[config.mk]
export PLATFORM = sky130hd
export DESIGN_NAME = div3_seq_ctrl
export DESIGN_NICKNAME = d
export VERILOG_FILES = /design/src/rtl/div3_pkg.sv /design/src/rtl/div3_seq_ctrl_chk.sv /design/src/rtl/div_16_3.sv /design/src/rtl/div3_seq_ctrl.sv
export SDC_FILE = /design/constraint.sdc
export NUM_CORES = 1
export LEC_CHECK = 0
export CAP_MARGIN = 20
export CORE_MARGIN = 5
export CORE_UTILIZATION = 40
export DETAILED_ROUTE_END_ITERATION = 10
export DONT_BUFFER_PORTS = 1
export SLEW_MARGIN = 25
export SYNTH_ARGS = -nofsm -noshare
export SYNTH_HDL_FRONTEND = slang
export SYNTH_SLANG_ARGS = --single-unit
export TNS_END_PERCENT = 50
[constraint.sdc]
create_clock -name clk -period 19 [get_ports clk]
set_clock_uncertainty 0.15 [all_clocks]
set_input_delay 5.7 -clock clk [delete_from_list [all_inputs] [get_ports clk]]
set_output_delay 5.7 -clock clk [all_outputs]
set_load 0.02 [all_outputs]
[src/rtl/div3_pkg.sv]
// Shared constants and state encoding for the chunked divide-by-3 sequencer.
package div3_pkg;

    localparam int CHUNK_W  = 14;
    localparam int REM_W    = 2;
    localparam int CORE_X_W = 16;

    typedef enum logic [1:0] {
        S_IDLE = 2'b00,
        S_RUN  = 2'b01,
        S_DONE = 2'b10
    } state_t;

endpackage

[src/rtl/div3_seq_ctrl_chk.sv]
// Property checker for the sequencer: the core quotient never spills past the chunk width.
module div3_seq_ctrl_chk (
    input logic       clk,
    input logic       rst_n,
    input logic       run,
    input logic [1:0] core_q_top
);

    // With rem < 3 on top, X < 3*2^14, so the two quotient MSBs must be zero.
    a_core_q_top_zero: assert property (@(posedge clk) disable iff (!rst_n)
        run |-> (core_q_top == 2'b00));

endmodule

[src/rtl/div_16_3.sv]
// Combinational 16-bit divide-by-3 core: restoring long division, one quotient bit per position.
module div_16_3
    import div3_pkg::*;
(
    input  logic [CORE_X_W-1:0] x,
    output logic [CORE_X_W-1:0] q,
    output logic [REM_W-1:0]    r
);

    logic [REM_W:0]   part_s;
    logic [REM_W-1:0] rem_s;

    // Bit-serial long division unrolled over all 16 positions, MSB first.
    always_comb begin
        q      = {CORE_X_W{1'b0}};
        rem_s  = {REM_W{1'b0}};
        part_s = {(REM_W+1){1'b0}};
        for (int i = CORE_X_W-1; i >= 0; i--) begin
            part_s = {rem_s, x[i]};
            if (part_s >= 3'd3) begin
                q[i]  = 1'b1;
                rem_s = REM_W'(part_s - 3'd3);
            end else begin
                q[i]  = 1'b0;
                rem_s = part_s[REM_W-1:0];
            end
        end
        r = rem_s;
    end

endmodule

[src/rtl/div3_seq_ctrl.sv]
// Divides a 14*WORDS-bit operand by 3 one 14-bit chunk per cycle, MSB chunk first,
// with valid/ready handshakes on both sides.
module div3_seq_ctrl
    import div3_pkg::*;
#(
    parameter int WORDS = 4
) (
    input  logic                     clk,
    input  logic                     rst_n,
    input  logic                     in_valid,
    output logic                     in_ready,
    input  logic [CHUNK_W*WORDS-1:0] in_x,
    output logic                     out_valid,
    input  logic                     out_ready,
    output logic [CHUNK_W*WORDS-1:0] out_q,
    output logic [REM_W-1:0]         out_r,
    output logic                     busy
);

    localparam int DATA_W = CHUNK_W * WORDS;
    localparam int CNT_W  = (WORDS > 1) ? $clog2(WORDS) : 1;
    localparam logic [CNT_W-1:0] CNT_LAST = CNT_W'(WORDS - 1);

    state_t             state_r, state_nxt_s;
    logic [DATA_W-1:0]  sreg_r, sreg_nxt_s, sreg_step_s;
    logic [REM_W-1:0]   rem_r, rem_nxt_s;
    logic [CNT_W-1:0]   cnt_r, cnt_nxt_s;
    logic               out_valid_r, busy_r;
    logic [CORE_X_W-1:0] core_x_s, core_q_s;
    logic [REM_W-1:0]   core_r_s;

    assign core_x_s = {rem_r, sreg_r[DATA_W-1 -: CHUNK_W]};

    div_16_3 u_core (
        .x (core_x_s),
        .q (core_q_s),
        .r (core_r_s)
    );

    // Quotient chunks enter at the bottom as the dividend chunks leave the top.
    generate
        if (WORDS == 1) begin : g_single
            assign sreg_step_s = core_q_s[CHUNK_W-1:0];
        end else begin : g_multi
            assign sreg_step_s = {sreg_r[DATA_W-CHUNK_W-1:0], core_q_s[CHUNK_W-1:0]};
        end
    endgenerate

    // Held low during reset so no producer sees a ready before the block is live.
    assign in_ready = rst_n & ((state_r == S_IDLE) | ((state_r == S_DONE) & out_ready));

    // Next-state and datapath update for the sequencer FSM.
    always_comb begin
        state_nxt_s = state_r;
        sreg_nxt_s  = sreg_r;
        rem_nxt_s   = rem_r;
        cnt_nxt_s   = cnt_r;
        case (state_r)
            S_IDLE: begin
                if (in_valid) begin
                    state_nxt_s = S_RUN;
                    sreg_nxt_s  = in_x;
                    rem_nxt_s   = {REM_W{1'b0}};
                    cnt_nxt_s   = {CNT_W{1'b0}};
                end else begin
                    state_nxt_s = S_IDLE;
                end
            end
            S_RUN: begin
                sreg_nxt_s = sreg_step_s;
                rem_nxt_s  = core_r_s;
                cnt_nxt_s  = cnt_r + CNT_W'(1);
                if (cnt_r == CNT_LAST) begin
                    state_nxt_s = S_DONE;
                end else begin
                    state_nxt_s = S_RUN;
                end
            end
            S_DONE: begin
                if (out_ready && in_valid) begin
                    state_nxt_s = S_RUN;
                    sreg_nxt_s  = in_x;
                    rem_nxt_s   = {REM_W{1'b0}};
                    cnt_nxt_s   = {CNT_W{1'b0}};
                end else if (out_ready) begin
                    state_nxt_s = S_IDLE;
                end else begin
                    state_nxt_s = S_DONE;
                end
            end
            default: begin
                state_nxt_s = S_IDLE;
                sreg_nxt_s  = {DATA_W{1'b0}};
                rem_nxt_s   = {REM_W{1'b0}};
                cnt_nxt_s   = {CNT_W{1'b0}};
            end
        endcase
    end

    // State, datapath and registered status flags.
    always_ff @(posedge clk or negedge rst_n) begin
        if (!rst_n) begin
            state_r     <= S_IDLE;
            sreg_r      <= {DATA_W{1'b0}};
            rem_r       <= {REM_W{1'b0}};
            cnt_r       <= {CNT_W{1'b0}};
            out_valid_r <= 1'b0;
            busy_r      <= 1'b0;
        end else begin
            state_r     <= state_nxt_s;
            sreg_r      <= sreg_nxt_s;
            rem_r       <= rem_nxt_s;
            cnt_r       <= cnt_nxt_s;
            out_valid_r <= (state_nxt_s == S_DONE);
            busy_r      <= (state_nxt_s == S_RUN);
        end
    end

    assign out_valid = out_valid_r;
    assign busy      = busy_r;
    assign out_q     = sreg_r;
    assign out_r     = rem_r;

    div3_seq_ctrl_chk u_chk (
        .clk        (clk),
        .rst_n      (rst_n),
        .run        (state_r == S_RUN),
        .core_q_top (core_q_s[CORE_X_W-1 -: 2])
    );

endmodule

Word-level counts from Yosys, hierarchy flattened
Cells that the tools add are included.
{ "totals": {"ff_bits": 64, "input_bits": 60, "out_inout_bits": 61, "word_cells": 91} }
{ "classes": {"addsub": 16, "magnitude_cmp": 15, "eq_ne": 7, "n_mux": 41, "bitwise": 3, "n_reduce_logical": 3} }
{ "op_table": {"columns": ["op", "n"], "rows": [
  ["56-bit case mux with 3 select lines", 1],
  ["56-bit two-way mux", 2],
  ["3-bit by 2-bit >= comparator with 1-bit output (second input constant)", 14],
  ["2-bit two-way mux", 20],
  ["2-bit subtractor (second input constant)", 15],
  ["2-bit case mux with 3 select lines", 3],
  ["1-bit two-way mux", 15],
  ["2-bit == test (second input constant)", 3],
  ["2-bit by 1-bit == test with 1-bit output (second input constant)", 2],
  ["2-bit by 1-bit adder with 2-bit output (second input constant)", 1],
  ["1-bit bitwise AND", 2],
  ["2-bit >= comparator (second input constant)", 1],
  ["2-bit zero test", 1],
  ["2-bit by 1-bit inequality test with 1-bit output (second input constant)", 1],
  ["2-bit inequality test (second input constant)", 1],
  ["2-bit AND reduction", 1],
  ["1-bit logical AND", 1],
  ["1-bit bitwise OR", 1]
]} }

Logic depth before layout (Yosys ltp)
Gate-level depths: netlist of the first run.
{ "logic_depth": {"word_depth": 31, "mapped_depth": 67, "depth_no_buf": 67} }

Cells and area by module
A second synthesis of the first run with hierarchy kept.
{ "unflattened": {"hier_cells": 451, "area_unflattened_um2": 4508.1} }
{ "modules_own_cells": {"columns": ["module", "n_inst", "cells_per_inst", "area_per_inst_um2", "seq_area_each_um2"], "rows": [
  ["div3_seq_ctrl", 1, 235, 3027.9, 1601.5],
  ["div_16_3", 1, 216, 1480.2, 0.0]
]} }

Worst setup path before layout of the first run
Ideal clock, no wire load.
{ "synth_timing": {"path_type": "input-to-output", "start": "input port out_ready", "end": "output port in_ready", "arrival_time_ns": 6.196, "required_ns": 13.150, "slack_ns": 6.954, "stages": 3, "n_path_buf": 0, "cell_sequence": "nand2b_1 nor2b_1 and2_1"} }
{ "synth_via": {"elab_chain_cells": 3} }
{ "synth_lines": {"columns": ["element", "line_no", "text"], "rows": [
  ["from (decl)", "div3_seq_ctrl.sv:14", "input logic out_ready,"],
  ["1-bit bitwise AND", "div3_seq_ctrl.sv:50", "assign in_ready = rst_n & ((state_r == S_IDLE) | ((state_r == S_DONE) & out_ready));"],
  ["1-bit bitwise OR", "div3_seq_ctrl.sv:50", null],
  ["1-bit bitwise AND", "div3_seq_ctrl.sv:50", null],
  ["to (decl)", "div3_seq_ctrl.sv:11", "output logic in_ready,"]
]} }
Every way passes these cells.

Worst setup path in the final report of the first run
{ "layout_timing": {"start": "register rem_r[0] (netlist: out_r[0])", "end": "register rem_r[1] (netlist: out_r[1])"} }
{ "layout_via": {"elab_chain_cells": 31, "elab_cells_between_ends": 46, "classes_between": "add/sub: 15; order compare: 15; mux: 16"} }
{ "layout_lines": {"columns": ["element", "line_no", "text"], "rows": [
  ["from (decl)", "div3_seq_ctrl.sv:26", "logic [REM_W-1:0] rem_r, rem_nxt_s;"],
  ["from (signal assigned)", "div3_seq_ctrl.sv:105", "rem_r <= {REM_W{1'b0}};"],
  ["from (signal assigned)", "div3_seq_ctrl.sv:112", "rem_r <= rem_nxt_s;"],
  ["2-bit subtractor / 2-bit >= comparator (equally long branches)", "div_16_3.sv:22, div_16_3.sv:20", null],
  ["2-bit two-way mux (*)", "div_16_3.sv:20", "if (part_s >= 3'd3) begin"],
  ["3-bit by 2-bit >= comparator with 1-bit output / 2-bit subtractor (equally long branches)", "div_16_3.sv:20, div_16_3.sv:22", null],
  ["2-bit two-way mux (*)", "div_16_3.sv:20", null],
  ["3-bit by 2-bit >= comparator with 1-bit output / 2-bit subtractor (equally long branches)", "div_16_3.sv:20, div_16_3.sv:22", null],
  ["2-bit two-way mux (*)", "div_16_3.sv:20", null],
  ["3-bit by 2-bit >= comparator with 1-bit output / 2-bit subtractor (equally long branches)", "div_16_3.sv:20, div_16_3.sv:22", null],
  ["2-bit two-way mux (*)", "div_16_3.sv:20", null],
  ["[... 15 more ...]", null, null],
  ["2-bit two-way mux (*)", "div_16_3.sv:20", null],
  ["3-bit by 2-bit >= comparator with 1-bit output / 2-bit subtractor (equally long branches)", "div_16_3.sv:20, div_16_3.sv:22", null],
  ["2-bit two-way mux (*)", "div_16_3.sv:20", null],
  ["3-bit by 2-bit >= comparator with 1-bit output / 2-bit subtractor (equally long branches)", "div_16_3.sv:20, div_16_3.sv:22", null],
  ["2-bit two-way mux (*)", "div_16_3.sv:20", null],
  ["3-bit by 2-bit >= comparator with 1-bit output / 2-bit subtractor (equally long branches)", "div_16_3.sv:20, div_16_3.sv:22", null],
  ["2-bit two-way mux (*)", "div_16_3.sv:20", null],
  ["2-bit case mux with 3 select lines (*)", "div3_seq_ctrl.sv:58", "case (state_r)"]
]} }
Mark *: on every way between the ends. The rest lies on a longest branch, timed or not.
A chain may end at the register's enable or synchronous reset.

==> results.sh, run 1 <==
export IMPL_status="complete, no violations"
export IMPL_cts_tree="done"
export IMPL_crit_fanout=8
export IMPL_synth_fa_ha_area_share_pct=5.20
export IMPL_synth_edff_count=0
export IMPL_min_path_type="reg2reg"
export IMPL_min_delay_start="cnt_r[0]"
export IMPL_cts_resized=0
export IMPL_drc_errors=0
export IMPL_synth_compound_area_share_pct=29.2
export IMPL_fin_crit_sh_pct=69.4
export IMPL_cts_max_level=3
export IMPL_avgSynthCellArea_um2=9.70
export IMPL_synth_seq_cells=64
export IMPL_core_um2=9330
export IMPL_avgViaCountPerCell=6.13
export IMPL_r2r_slack_ns=5.81
export IMPL_synth_mux_area_share_pct=3.57
export IMPL_yosysMostFrequentCell="dfrtp_1"
export IMPL_r2r_end="out_r[1]"
export IMPL_wl_per_cell_um=18.9
export IMPL_path_delay_family="compound AO/OA/AOI/OAI gates"
export IMPL_r2r_start="out_r[0]"
export IMPL_syn_num_nets=473
export IMPL_cts_sinks=64
export IMPL_postSynthCellCount=397
export IMPL_cts_buffers=9
export IMPL_slew_headroom_pct=50.9
export IMPL_gp_congestion=0.791
export IMPL_whs_path_depth=1
export IMPL_final_seq_area_um2=1600
export IMPL_fp_row_count=35
export IMPL_drt_iter0_markers=395
export IMPL_synth_area_leaders="dfrtp_1, a222oi_1, inv_1"
export IMPL_drive_gt1_share_pct=10.5
export IMPL_synth_top_family_by_area="compound AO/OA/AOI/OAI gates"
export IMPL_firstDrtPassIters=7
export IMPL_synthSimpleGateAreaFrac_pct=12.3
export IMPL_cp_num_buf_inv=3
export IMPL_dieHeight_um=108
export IMPL_nets=461
export IMPL_grt_pass1_vias=3162
export IMPL_grt_pass1_wl_um=16000
export IMPL_worstSetupStartpointType="flip-flop"
export IMPL_grt_start_max_net_pins=66
export IMPL_worst_path_most_repeated_cell="ha_1"
export IMPL_critPathCaptureType="flip-flop"
export IMPL_reg2reg_depth=64
export IMPL_ys_top_cells_by_count="dfrtp_1, inv_1, a222oi_1"
export IMPL_worst_slack_ns=5.81
export IMPL_netlist_area_leader_share_pct=41.6
export IMPL_mappedNetlistArea_um2=3850
export IMPL_dieWidth_um=108
export IMPL_io_buffer_count=0
export IMPL_cts_setup_buffers=0
export IMPL_synth_xor_area_share_pct=0.227
export IMPL_tns_ns=0
export IMPL_area_growth_pct=7.70
export IMPL_hold_violations=0
export IMPL_fin_crit_ns=13.19
export IMPL_dieArea_um2=11700
export IMPL_vias=3176
export IMPL_wirelength_um=9810
export IMPL_fmax_mhz=75.8
export IMPL_cts_clk_slew_worst_paths_ns=0.07
export IMPL_required_ns=19.10
export IMPL_clkLatencyLatePin_ns=0.34
export IMPL_finalMaxSlewViolations=0
export IMPL_hpwl_um=6830
export IMPL_grt_total_usage_pct=17.1
export IMPL_rsz0062_at_grt="no"
export IMPL_seq_area_frac_synth_pct=41.6
export IMPL_gr_total_overflow=0
export IMPL_crit_path_start="out_r[0]"
export IMPL_root_buffer="clkbuf_8"
export IMPL_clockBufferDepth=2
export IMPL_ys_async_sr_fraction_pct=100
export IMPL_dp_slack_ns=5.83
export IMPL_num_antenna_cells=0
export IMPL_min_to="cnt_r[0]"
export IMPL_antenna_found_initial=0
export IMPL_synth_top_area_cell="dfrtp_1"
export IMPL_ioPinCount=121
export IMPL_multi_input_area_um2=1960
export IMPL_yosys_warnings=0
export IMPL_max_cap_violations=0
export IMPL_slowest_stage="dfrtp_1"
export IMPL_start_util_pct=41.3
export IMPL_worst_path_largest_cell_delay_ns=0.52
export IMPL_n_fill_cell=907
export IMPL_cts_hold_buf=0
export IMPL_tightest_slew_ns=0.736
export IMPL_crit_type="reg2reg"
export IMPL_synth_ff_type="dfrtp_1"
export IMPL_critPathArrivalTime_ns=13.29
export IMPL_ys_types=62
export IMPL_drtAntennaViolNets=0
export IMPL_finalSetupViolCount=0
cells by family after synthesis:
kind of cell | count (synthesis)
simple gates | 88
mux | 12
compound gates | 134
flops | 64
xor+xnor | 1
fa+ha+maj | 16
buf+inv | 82
layer usage:
layer  track usage [%]  routed length, µm  vias to the layer above
met5                 0                  0                        -
met4              4.87                114                        0
met3              5.49                853                        9
met2              28.8               4760                      128
met1              21.1               4080                     1562
li1                  -                  -                     1477
how the worst max path moves through the flow:
stage | depth (start not counted) | slack [ns] | end
floorplan | 3 | 6.95 | in_ready
global placement | 64 | 6.23 | out_r[1]
detailed placement | 64 | 5.83 | out_r[1]
CTS | 64 | 5.75 | out_r[1]
global route | 64 | 4.65 | out_r[1]
finish | 64 | 5.81 | out_r[1]
layout by cell type (no fill, tap or decap), types with 9 or more instances in the layout:
cell type	count
nand2b_1	14
o21ai_0	17
clkbuf_8	11
nor2_1	20
a22oi_1	9
dfrtp_1	64
a21oi_1	18
inv_1	56
a222oi_1	42
nand2_1	22
ha_1	16
state kept, by name (all words and copies together) (netlist names):
name,cells
state_r,2
busy,1
cnt_r,2
out_q,56
out_valid,1
out_r,2
cell type report:
class	instances	share of cell area, %
multi-input combinational	251	47.3
sequential	64	38.6
inverter	57	5.16
tap	129	3.89
clock buffer	12	3.74
timing repair buffer	2	0.845
clock inverter	3	0.422
metrics by stage:
step                hold WS (ns)  instances  utilization [%]  cell area [µm²]
floorplan                  0.318        397                -             3850
global placement           0.336        502             42.3             3950
detailed placement         0.349        502             42.3             3950
CTS                        0.356        517             44.1             4120
global route               0.379        518             44.5             4150
finish                     0.360        518             44.5             4150
Power of run 1 is left out: the tool's default activity adds up to more than one toggle a clock period on the data nets, which glitch-free logic cannot reach.
==> inputs of run 2 (changes only) <==
- clock period: 19 -> 12.3 ns (I/O delays scaled with it)
==> run 2 against run 1 <==
  * First-iteration DRC count is 14% lower
  * Final cell count up 3.5%
  * Critical path depth down 3
  * Maximum frequency increased by 13%
  * Non-clock buffer count grew 18
  * Via count rose by 1.1%
  * Highest routed layer unchanged
  * Final area up 7.1%
  * Global-route usage about the same
  * Count of clock-buffer cells in the layout unchanged
  * Sequential share of layout area down 2.5 points
==> results.sh, run 2 (synthesis gave the netlist of run 1 again) <==
export IMPL_largest_reg_flops=56
export IMPL_worst_path_largest_cell_delay_ns=0.51
export IMPL_whs_path_depth=1
export IMPL_wirelength_um=10200
export IMPL_clkLatencyLatePin_ns=0.34
export IMPL_final_cell_mix="dfrtp_1, inv_1, a222oi_1"
export IMPL_grt_total_usage_pct=17.1
export IMPL_cp_num_buf_inv=3
export IMPL_crit_fanout=6
export IMPL_num_antenna_cells=0
export IMPL_crit_type="reg2reg"
export IMPL_hold_violations=0
export IMPL_max_cap_violations=0
export IMPL_path_delay_family="simple AND/OR/NAND/NOR gates"
export IMPL_tns_ns=0
export IMPL_root_buffer="clkbuf_8"
export IMPL_critPathArrivalTime_ns=11.72
export IMPL_fin_area_um2=4440
export IMPL_core_um2=9330
export IMPL_fmax_mhz=85.8
export IMPL_vias=3212
export IMPL_gp_congestion=0.769
export IMPL_fp_row_count=35
export IMPL_dieHeight_um=108
export IMPL_status="complete, no violations"
export IMPL_cts_buffers=9
export IMPL_r2r_start="out_q[55]"
export IMPL_grt_pass1_vias=3170
export IMPL_min_delay_start="cnt_r[0]"
export IMPL_cts_max_level=3
export IMPL_drc_errors=0
export IMPL_gr_total_overflow=0
export IMPL_postLayoutCoreUtil_pct=47.6
export IMPL_nets=479
export IMPL_clockBufferDepth=2
export IMPL_firstDrtPassIters=9
export IMPL_worst_slack_ns=0.650
export IMPL_slowest_stage="dfrtp_2"
export IMPL_drt_iter0_markers=340
export IMPL_drive_gt1_share_pct=19.9
export IMPL_drtAntennaViolNets=0
export IMPL_min_to="cnt_r[0]"
export IMPL_cts_clk_slew_worst_paths_ns=0.07
export IMPL_fin_crit_sh_pct=94.7
export IMPL_tightest_slew_ns=0.752
export IMPL_worst_path_most_repeated_cell="ha_1"
export IMPL_postPlaceCellArea_um2=4000
export IMPL_dp_slack_ns=-0.219
export IMPL_hpwl_um=6910
export IMPL_slew_headroom_pct=49.9
export IMPL_antenna_found_initial=0
export IMPL_finalMaxSlewViolations=0
export IMPL_dieArea_um2=11700
export IMPL_worstSetupStartpointType="flip-flop"
export IMPL_fin_crit_ns=11.65
export IMPL_grt_pass1_wl_um=15900
export IMPL_grt_start_max_net_pins=66
export IMPL_wl_per_cell_um=19.0
export IMPL_r2r_slack_ns=0.65
export IMPL_ioPinCount=121
export IMPL_area_growth_pct=15.3
export IMPL_cts_sinks=64
export IMPL_io_buffer_count=0
export IMPL_min_path_type="reg2reg"
export IMPL_layout_commonest_cell="dfrtp_1"
export IMPL_cts_tree="done"
export IMPL_cts_hold_buf=0
export IMPL_required_ns=12.37
export IMPL_dieWidth_um=108
export IMPL_r2r_end="out_r[0]"
export IMPL_critPathCaptureType="flip-flop"
export IMPL_reg2reg_depth=61
export IMPL_start_util_pct=41.3
export IMPL_avgViaCountPerCell=5.99
export IMPL_finalSetupViolCount=0
-- run 2: cell count changes in the layout (fill, tap and decap cells not counted), moves of 2 or more --
cell,before,now
nand2b_4,0,2
ha_1,16,8
nand2b_1,14,12
nor2_1,20,17
ha_2,0,7
nor2_2,0,2
bufinv_16,0,2
buf_4,1,19
-- run 2: final cells by class --
cell class | instances | area [µm²]
Fill cell | 870 | 4890
Multi-Input combinational cell | 251 | 2070
Sequential cell | 64 | 1600
Inverter | 57 | 214
Timing Repair Buffer | 20 | 170
Tap cell | 129 | 161
Clock buffer | 12 | 155
Clock inverter | 3 | 65.1
-- run 2: metal layers --
| layer | GRT usage [%] | vias up | share of wire (%) |
|---|---|---|---|
| met3 | 5.19 | 12 | 7.0 |
| met4 | 4.33 | 0 | 1.1 |
| met1 | 22.5 | 1565 | 44 |
| li1 | - | 1517 | - |
| met5 | 0 | - | 0 |
| met2 | 27.6 | 118 | 48 |
-- run 2: repair_timing --
item	4_1_cts	5_1_grt
setup endpoints to repair	3	4
resized for setup	5	21
pin swaps	0	5
buffers inserted	0	11
-- run 2: per-stage QoR --
| stage | cells | hold slack (ns) |
|---|---|---|
| floorplan | 397 | 0.318 |
| global placement | 509 | 0.337 |
| detailed placement | 509 | 0.348 |
| CTS | 524 | 0.361 |
| global route | 536 | 0.382 |
| finish | 536 | 0.355 |
-- run 2: worst max path at each step --
stage                    from       end  slack [ns]  depth (start not counted)
finish              out_q[55]  out_r[0]        0.65                         61
global placement    out_q[55]  out_q[0]        0.16                         63
CTS                 out_q[55]  out_r[1]       0.007                         61
floorplan            out_r[0]  out_r[1]        0.55                         64
detailed placement  out_q[55]  out_r[1]       -0.22                         63
global route        out_q[55]  out_r[1]       -0.07                         64
Power of run 2 is left out for the same reason.
==> inputs of run 3 (changes only) <==
- PLACE_DENSITY_LB_ADDON: default -> 0.1
- clock period: 12.3 -> 14.6 ns (I/O delays scaled with it)
==> run 3 against run 2 <==
  * Register-to-register slack better by 0.76 ns
  * Wire length down 1.8%
  * Setup slack better by 0.76 ns
  * Critical path depth up 3
  * Final area down 6.3%
  * First-iteration DRC count up 24%
  * Global-route usage about the same
  * Non-clock buffer count down 18
  * Final cell count down 3.4%
  * Via count down 2.2%
  * Count of clock-buffer cells in the layout down 1
  * Largest cell class unchanged
==> results.sh, run 3 (synthesis gave the netlist of run 1 again) <==
export IMPL_status="complete, no violations"
export IMPL_hpwl_um=6980
export IMPL_cts_max_level=3
export IMPL_worstSetupStartpointType="flip-flop"
export IMPL_clkLatencyLatePin_ns=0.34
export IMPL_slew_headroom_pct=48.0
export IMPL_max_cap_violations=0
export IMPL_wirelength_um=10000
export IMPL_cts_buffers=9
export IMPL_cts_resized=0
export IMPL_drc_errors=0
export IMPL_hold_violations=0
export IMPL_cts_hold_buf=0
export IMPL_fin_crit_sh_pct=90.4
export IMPL_worst_path_most_repeated_cell="ha_1"
export IMPL_drive_gt1_share_pct=10.5
export IMPL_final_seq_area_um2=1600
export IMPL_fmax_mhz=75.8
export IMPL_grt_pass1_vias=3183
export IMPL_num_antenna_cells=0
export IMPL_critPathCaptureType="flip-flop"
export IMPL_fp_row_count=35
export IMPL_root_buffer="clkbuf_8"
export IMPL_dieArea_um2=11700
export IMPL_rsz0062_at_grt="no"
export IMPL_drt_iter0_markers=422
export IMPL_cts_tree="done"
export IMPL_grt_start_max_net_pins=66
export IMPL_multi_input_area_um2=1960
export IMPL_worst_path_largest_cell_delay_ns=0.51
export IMPL_gp_congestion=0.833
export IMPL_required_ns=14.70
export IMPL_area_growth_pct=8.06
export IMPL_cts_setup_buffers=0
export IMPL_finalMaxSlewViolations=0
export IMPL_antenna_found_initial=0
export IMPL_dp_slack_ns=1.44
export IMPL_grt_total_usage_pct=17.1
export IMPL_n_fill_cell=903
export IMPL_layout_commonest_cell="dfrtp_1"
export IMPL_finalSetupViolCount=0
export IMPL_clockBufferDepth=2
export IMPL_start_util_pct=41.3
export IMPL_nets=461
export IMPL_fin_crit_ns=13.19
export IMPL_cts_sinks=64
export IMPL_tightest_slew_ns=0.778
export IMPL_ioPinCount=121
export IMPL_vias=3141
export IMPL_tns_ns=0
export IMPL_firstDrtPassIters=6
export IMPL_core_um2=9330
export IMPL_worst_slack_ns=1.41
export IMPL_cts_clk_slew_worst_paths_ns=0.07
export IMPL_crit_type="reg2reg"
export IMPL_critPathArrivalTime_ns=13.29
export IMPL_avgViaCountPerCell=6.06
export IMPL_slowest_stage="dfrtp_1"
export IMPL_gr_total_overflow=0
export IMPL_crit_fanout=8
export IMPL_io_buffer_count=0
export IMPL_grt_pass1_wl_um=15900
export IMPL_final_cell_mix="dfrtp_1, inv_1, a222oi_1"
export IMPL_dieHeight_um=108
export IMPL_min_path_type="reg2reg"
export IMPL_wl_per_cell_um=19.3
export IMPL_largest_reg_flops=56
export IMPL_drtAntennaViolNets=0
export IMPL_dieWidth_um=108
run 3: final cells by class:
class	count	share of cell area (%)
multi-input combinational	251	47.2
clock inverter	4	1.08
timing repair buffer	2	0.842
clock buffer	11	3.40
sequential	64	38.5
tap	129	3.88
inverter	57	5.14
run 3: worst max-delay path: cells and delay by family (launching register included):
family	cells	cell delay [ns]
flip-flops	1	0.51
multiplexers	2	0.57
AND/OR/NAND/NOR	20	3.89
AO/OA/AOI/OAI	25	4.40
buffers and inverters	3	0.27
adder cells (fa/ha/maj)	14	3.30
run 3: metal layers:
| layer | vias to the layer above | routed length (µm) | global-route usage, % |
|---|---|---|---|
| met1 | 1518 | 4210 | 21.3 |
| met2 | 130 | 4720 | 27.6 |
| met4 | 0 | 194 | 7.21 |
| met3 | 15 | 875 | 5.25 |
| li1 | 1478 | - | - |
| met5 | - | 0 | 0 |
run 3: worst paths after layout:
path	startpoint	end	slack, ns	cells after the start
min in group asynchronous	rst_n	out_q[16]	3.57	0
max	out_r[0]	out_r[1]	1.41	64
min	cnt_r[1]	cnt_r[1]	0.35	1
min reg2reg	cnt_r[1]	cnt_r[1]	0.35	1
max reg2reg	out_r[0]	out_r[1]	1.41	64
max in group asynchronous	rst_n	out_q[14]	10.57	0
run 3: stage by stage:
stage / hold slack [ns] / utilization, % / cells / instance area [µm²]
2_1_floorplan: 0.318 / - / 397 / 3850
3_3_place_gp: 0.337 / 42.3 / 502 / 3950
3_5_place_dp: 0.345 / 42.6 / 503 / 3970
4_1_cts: 0.362 / 44.6 / 518 / 4160
5_1_grt: 0.395 / 44.6 / 518 / 4160
6_report: 0.354 / 44.6 / 518 / 4160
Power of run 3 is left out for the same reason.
